**src/rtl/mux_scan_pkg.sv**
```systemverilog
// Shared types and constants for the 4-channel mux scan sequencer.
// Holds the FSM state encoding, the channel count and the select width.
package mux_scan_pkg;

   typedef enum logic [0:0] {
      IDLE = 1'b0,
      SCAN = 1'b1
   } scan_state_t;

   localparam int NUM_CH = 4;
   localparam int SEL_W  = 2;

   // Channel advance; the last channel wraps back to channel 0.
   function automatic logic [SEL_W-1:0] next_ch(input logic [SEL_W-1:0] c);
      return c + 2'd1;
   endfunction

endpackage

```
**src/rtl/mux_dwell_counter.sv**
```systemverilog
// Dwell timer for one select hold.
// Counts 0..DWELL-1 while enabled and flags the last cycle of each hold.
module mux_dwell_counter #(
   parameter int DWELL = 4
) (
   input  logic clk,
   input  logic rst_n,
   input  logic clr,
   input  logic en,
   output logic tc
);

   localparam int            CW   = (DWELL > 1) ? $clog2(DWELL) : 1;
   localparam logic [CW-1:0] LAST = CW'(DWELL - 1);

   logic [CW-1:0] dcnt_r;

   // Dwell count register: cleared outside a scan, wraps after the last hold cycle.
   always_ff @(posedge clk or negedge rst_n) begin
      if (!rst_n) begin
         dcnt_r <= '0;
      end else if (clr) begin
         dcnt_r <= '0;
      end else if (en) begin
         if (dcnt_r == LAST) begin
            dcnt_r <= '0;
         end else begin
            dcnt_r <= dcnt_r + CW'(1);
         end
      end else begin
         dcnt_r <= dcnt_r;
      end
   end

   assign tc = en && (dcnt_r == LAST);

endmodule

```
**src/rtl/mux_scan_sequencer.sv**
```systemverilog
// Steps the 4-to-1 mux selects through channels 0..3, samples Y on the last
// dwell cycle of each channel and publishes a 4-bit snapshot per frame.
module mux_scan_sequencer
   import mux_scan_pkg::*;
#(
   parameter int DWELL = 4
) (
   input  logic       clk,
   input  logic       rst_n,
   input  logic       start,
   input  logic       continuous,
   input  logic       abort,
   input  logic       Y,
   output logic       S0,
   output logic       S1,
   output logic       busy,
   output logic [3:0] sample,
   output logic       sample_valid
);

   localparam logic [SEL_W-1:0] LAST_CH = SEL_W'(NUM_CH - 1);

   scan_state_t        state_r, state_nx;
   logic [SEL_W-1:0]   ch_r, ch_nx;
   logic [NUM_CH-1:0]  shadow_r, shadow_nx;
   logic [NUM_CH-1:0]  sample_r, sample_nx;
   logic               valid_r, valid_nx;
   logic               tc_s;
   logic               dcnt_clr_s;
   logic               dcnt_en_s;

   // The counter is held at zero whenever we are not scanning so every frame starts aligned.
   assign dcnt_en_s  = (state_r == SCAN);
   assign dcnt_clr_s = abort || (state_r != SCAN);

   mux_dwell_counter #(
      .DWELL (DWELL)
   ) u_dwell (
      .clk   (clk),
      .rst_n (rst_n),
      .clr   (dcnt_clr_s),
      .en    (dcnt_en_s),
      .tc    (tc_s)
   );

   // State, channel, shadow and output registers.
   always_ff @(posedge clk or negedge rst_n) begin
      if (!rst_n) begin
         state_r  <= IDLE;
         ch_r     <= '0;
         shadow_r <= '0;
         sample_r <= '0;
         valid_r  <= 1'b0;
      end else begin
         state_r  <= state_nx;
         ch_r     <= ch_nx;
         shadow_r <= shadow_nx;
         sample_r <= sample_nx;
         valid_r  <= valid_nx;
      end
   end

   // Next-state, channel stepping and capture logic; abort overrides everything.
   always_comb begin
      state_nx  = state_r;
      ch_nx     = ch_r;
      shadow_nx = shadow_r;
      sample_nx = sample_r;
      valid_nx  = 1'b0;
      if (abort) begin
         state_nx  = IDLE;
         ch_nx     = '0;
         shadow_nx = '0;
      end else begin
         case (state_r)
            IDLE: begin
               ch_nx = '0;
               if (start) begin
                  state_nx = SCAN;
               end else begin
                  state_nx = IDLE;
               end
            end
            SCAN: begin
               if (tc_s) begin
                  shadow_nx[ch_r] = Y;
                  ch_nx           = next_ch(ch_r);
                  if (ch_r == LAST_CH) begin
                     sample_nx = {Y, shadow_r[2:0]};
                     valid_nx  = 1'b1;
                     if (continuous) begin
                        state_nx = SCAN;
                     end else begin
                        state_nx = IDLE;
                     end
                  end else begin
                     state_nx = SCAN;
                  end
               end else begin
                  state_nx = SCAN;
               end
            end
            default: begin
               state_nx  = IDLE;
               ch_nx     = '0;
               shadow_nx = '0;
            end
         endcase
      end
   end

   assign S0           = ch_r[0];
   assign S1           = ch_r[1];
   assign busy         = (state_r == SCAN);
   assign sample       = sample_r;
   assign sample_valid = valid_r;

endmodule

```
**config.mk**
```make
export PLATFORM = sky130hd
export DESIGN_NAME = mux_scan_sequencer
export DESIGN_NICKNAME = d
export VERILOG_FILES = /design/src/rtl/mux_scan_pkg.sv /design/src/rtl/mux_dwell_counter.sv /design/src/rtl/mux_scan_sequencer.sv
export SDC_FILE = /design/constraint.sdc
export NUM_CORES = 1
export LEC_CHECK = 0
export CAP_MARGIN = 20
export CORE_AREA = 3 3 40 42
export CTS_BUF_LIST = sky130_fd_sc_hd__clkbuf_8
export DETAILED_ROUTE_END_ITERATION = 10
export DIE_AREA = 0 0 43 45
export HOLD_SLACK_MARGIN = 0.03
export PLACE_DENSITY = 0.73
export SLEW_MARGIN = 30
export SYNTH_ARGS = -nofsm -noshare
export SYNTH_HDL_FRONTEND = slang
export SYNTH_SLANG_ARGS = --single-unit
```
**constraint.sdc**
```tcl
create_clock -name clk -period 1.85 [get_ports clk]
set_input_delay 0.2775 -clock clk [delete_from_list [all_inputs] [get_ports clk]]
set_output_delay 0.2775 -clock clk [all_outputs]
set_load 0.005 [all_outputs]
```
==> impl_metrics.env <==
export IMPL_routedWlPerCell_um=13.68
export IMPL_crit_family="buffers and inverters"
export IMPL_cts_tree="yes"
export IMPL_die_width_um=43
export IMPL_leakage_nw=0.3998
export IMPL_area_growth_pct=31.04
export IMPL_yosysMostFrequentCell="dfrtp_1"
export IMPL_rows=13
export IMPL_fmax_ghz=0.6442
export IMPL_seq_area_sq_um=325.3
export IMPL_ys_ff_latch=13
export IMPL_p_seq_share_pct=52.0
export IMPL_slew_viol_final=0
export IMPL_clkPwrFrac_pct=42.6
export IMPL_dieArea_sq_mm=0.001935
export IMPL_crit_type="reg -> out"
export IMPL_cp_cell_sequence="clkdlybuf4s50_1"
export IMPL_timing_final_crit_share_pct=83.91
export IMPL_synthTopCellsByArea="dfrtp_1, ha_1, mux2_2, mux2i_1, nand2b_1"
export IMPL_htreeDepth=1
export IMPL_max_stage_delay_ps=560
export IMPL_gp_congestion=0.6955
export IMPL_cts_setup_buffers=0
export IMPL_insertion_delay_ps=240
export IMPL_synth_enable_flop_cells=0
export IMPL_drc=0
export IMPL_cts_repair_resize_count=0
export IMPL_syn_area_sq_um=600.6
export IMPL_post_route_util_pct=61.25
export IMPL_netlist_top_cell_by_area="dfrtp_1"
export IMPL_first_pass_iters=4
export IMPL_power_total_mw=0.5622
export IMPL_yosysUniqueCellTypes=13
export IMPL_ctsHoldBuffers=0
export IMPL_cts_sinks=13
export IMPL_clockBufferDepth=2
export IMPL_nFillCells=106
export IMPL_drive_above_1_share_pct=12.50
export IMPL_totalWireLength_um=1081
export IMPL_fin_setup_tns_ps=0
export IMPL_drtIter0Drc=9
export IMPL_synthCells=48
export IMPL_finalSetupViolations=0
export IMPL_yosysSeqAreaShare_pct=54.17
export IMPL_grt_pass1_wl_um=1773
export IMPL_hold_path_class="in -> async"
export IMPL_p_int_mw=0.4504
export IMPL_rsz0062_at_grt="false"
export IMPL_vias=398
export IMPL_synth_ff_type="dfrtp_1"
export IMPL_antenna_found_initial=0
export IMPL_skew_ps=5.790
export IMPL_nets=76
export IMPL_start_util_pct=46.74
export IMPL_cts_root_buf="clkbuf_8"
export IMPL_synth_commonest_cells="dfrtp_1, ha_1, nand2b_1"
export IMPL_ys_warn_count=0
export IMPL_grt_pass1_vias=408
export IMPL_grt_total_usage_pct=12.63
export IMPL_finalHoldViolations=0
export IMPL_cp_startpoint="busy$_DFF_PN0_"
export IMPL_cp_start_kind="flip-flop"
export IMPL_synth_avg_cell_area_sq_um=12.51
export IMPL_p_switching_mw=0.1118
export IMPL_p_comb_share_pct=5.4
export IMPL_endpoint_kind="output port"
export IMPL_multi_input_area_sq_um=252.7
export IMPL_post_route_min_period_ps=1552
export IMPL_cts_buffers=3
export IMPL_synth_nets=59
export IMPL_async_flop_share_pct=100.0
export IMPL_swShare_pct=19.89
export IMPL_crit_slowest_cell="clkdlybuf4s50_1"
export IMPL_clk_pin_slew_ps=60
export IMPL_maxCapViolations=0
export IMPL_cp_buffers_inverters=1
export IMPL_core_area_sq_mm=0.001285
export IMPL_drtAntennaViolNets=0
export IMPL_n_antenna_cell=0
export IMPL_slew_headroom_pct=60.69
export IMPL_portBuffers=13
export IMPL_ir_drop_uv=489.3
export IMPL_via_per_inst=5.038
export IMPL_hpwl_um=747.7
export IMPL_ios=14
export IMPL_powerDensity_mw_per_mm2=714.3
export IMPL_cp_arrival_ps=1270
export IMPL_yosys_area_top_type_share_pct=54.17
export IMPL_crit_required_ps=1570
export IMPL_path_max_fanout=8
export IMPL_dieHeight_um=45
export IMPL_gr_total_overflow=0
export IMPL_grt_max_degree=14
export IMPL_tightest_slew_ps=587.7
export IMPL_reg2reg_from="u_dwell.dcnt_r[0]$_DFFE_PN0P_"
export IMPL_status="finished, final reports clean"
==> routing by layer <==
metal | global-route usage, % | share of wire, % | up-vias
met4 | 7.229 | 0.83 | 0
met1 | 15.99 | 49 | 197
met2 | 19.16 | 45 | 8
li1 | - | - | 191
met5 | 0 | 0 | -
met3 | 3.984 | 5.6 | 2
==> final timing paths <==
kind | endpoint | slack, ps | cells past startpoint
min in group clk | u_dwell.dcnt_r[0]$_DFFE_PN0P_ | 440 | 1
hold / removal | shadow_r[1]$_DFFE_PN0P_ | 420 | 1
hold reg to reg | u_dwell.dcnt_r[0]$_DFFE_PN0P_ | 440 | 1
setup reg to reg | sample[0]$_DFFE_PN0P_ | 460 | 3
max in group asynchronous | ch_r[1]$_DFFE_PN0P_ | 1050 | 1
setup / recovery | busy | 300 | 1
==> final cells by class <==
cell class / instances / area share, %
clock buffers: 3 / 5.246
clock inverters: 1 / 0.4769
inverters: 4 / 1.908
multi-input cells: 30 / 32.11
flip-flops and latches: 13 / 41.34
well taps: 15 / 2.385
repair buffers: 13 / 16.53
==> logic make-up (layout without fill, tap and decap cells) <==
logic type,count (synthesis),after routing,synth area share [%]
muxes,8,8,14.17
and+or+nand+nor,16,16,16.04
xor gates and xnor gates,1,1,1.459
buffers and inverters,5,21,3.750
DFF,13,13,54.17
adders and majority gates,5,5,10.42
==> registers in the layout (all words and copies together), names as in the netlist <==
signal / cells
busy: 1
ch_r: 2
sample: 4
sample_valid: 1
shadow_r: 3
u_dwell.dcnt_r: 2
==> per-stage QoR <==
stage / cells / hold WS, ps / area, sq um / setup slack, ps
6_report: 79 / 415.2 / 787.0 / 297.7
2_1_floorplan: 48 / -18.09 / 600.6 / 562.0
3_3_place_gp: 75 / 433.0 / 742.0 / 315.2
4_1_cts: 79 / 443.5 / 787.0 / 288.8
3_5_place_dp: 75 / 440.7 / 742.0 / 302.0
5_1_grt: 79 / 469.1 / 787.0 / 223.1
==> cell usage in the layout (no fill, tap or decap) <==
master           count
nor2_1               4
nand3_1              3
clkbuf_8             3
nor3_1               2
ha_1                 5
mux2i_1              4
inv_1                5
and4b_1              1
nand2b_1             5
xnor2_1              1
nand4b_2             1
mux2_2               4
dfrtp_1             13
clkdlybuf4s50_1     13
==> power groups by stage <==
stage / combinational (mW) / clock (mW) / sequential (mW)
2_1_floorplan: 0.00826 / 0 / 0.296
3_3_place_gp: 0.0302 / 0 / 0.297
3_5_place_dp: 0.0304 / 0 / 0.297
4_1_cts: 0.0314 / 0.244 / 0.292
5_1_grt: 0.0342 / 0.259 / 0.293
6_report: 0.0304 / 0.240 / 0.292
(Power assumes the default switching activity.)
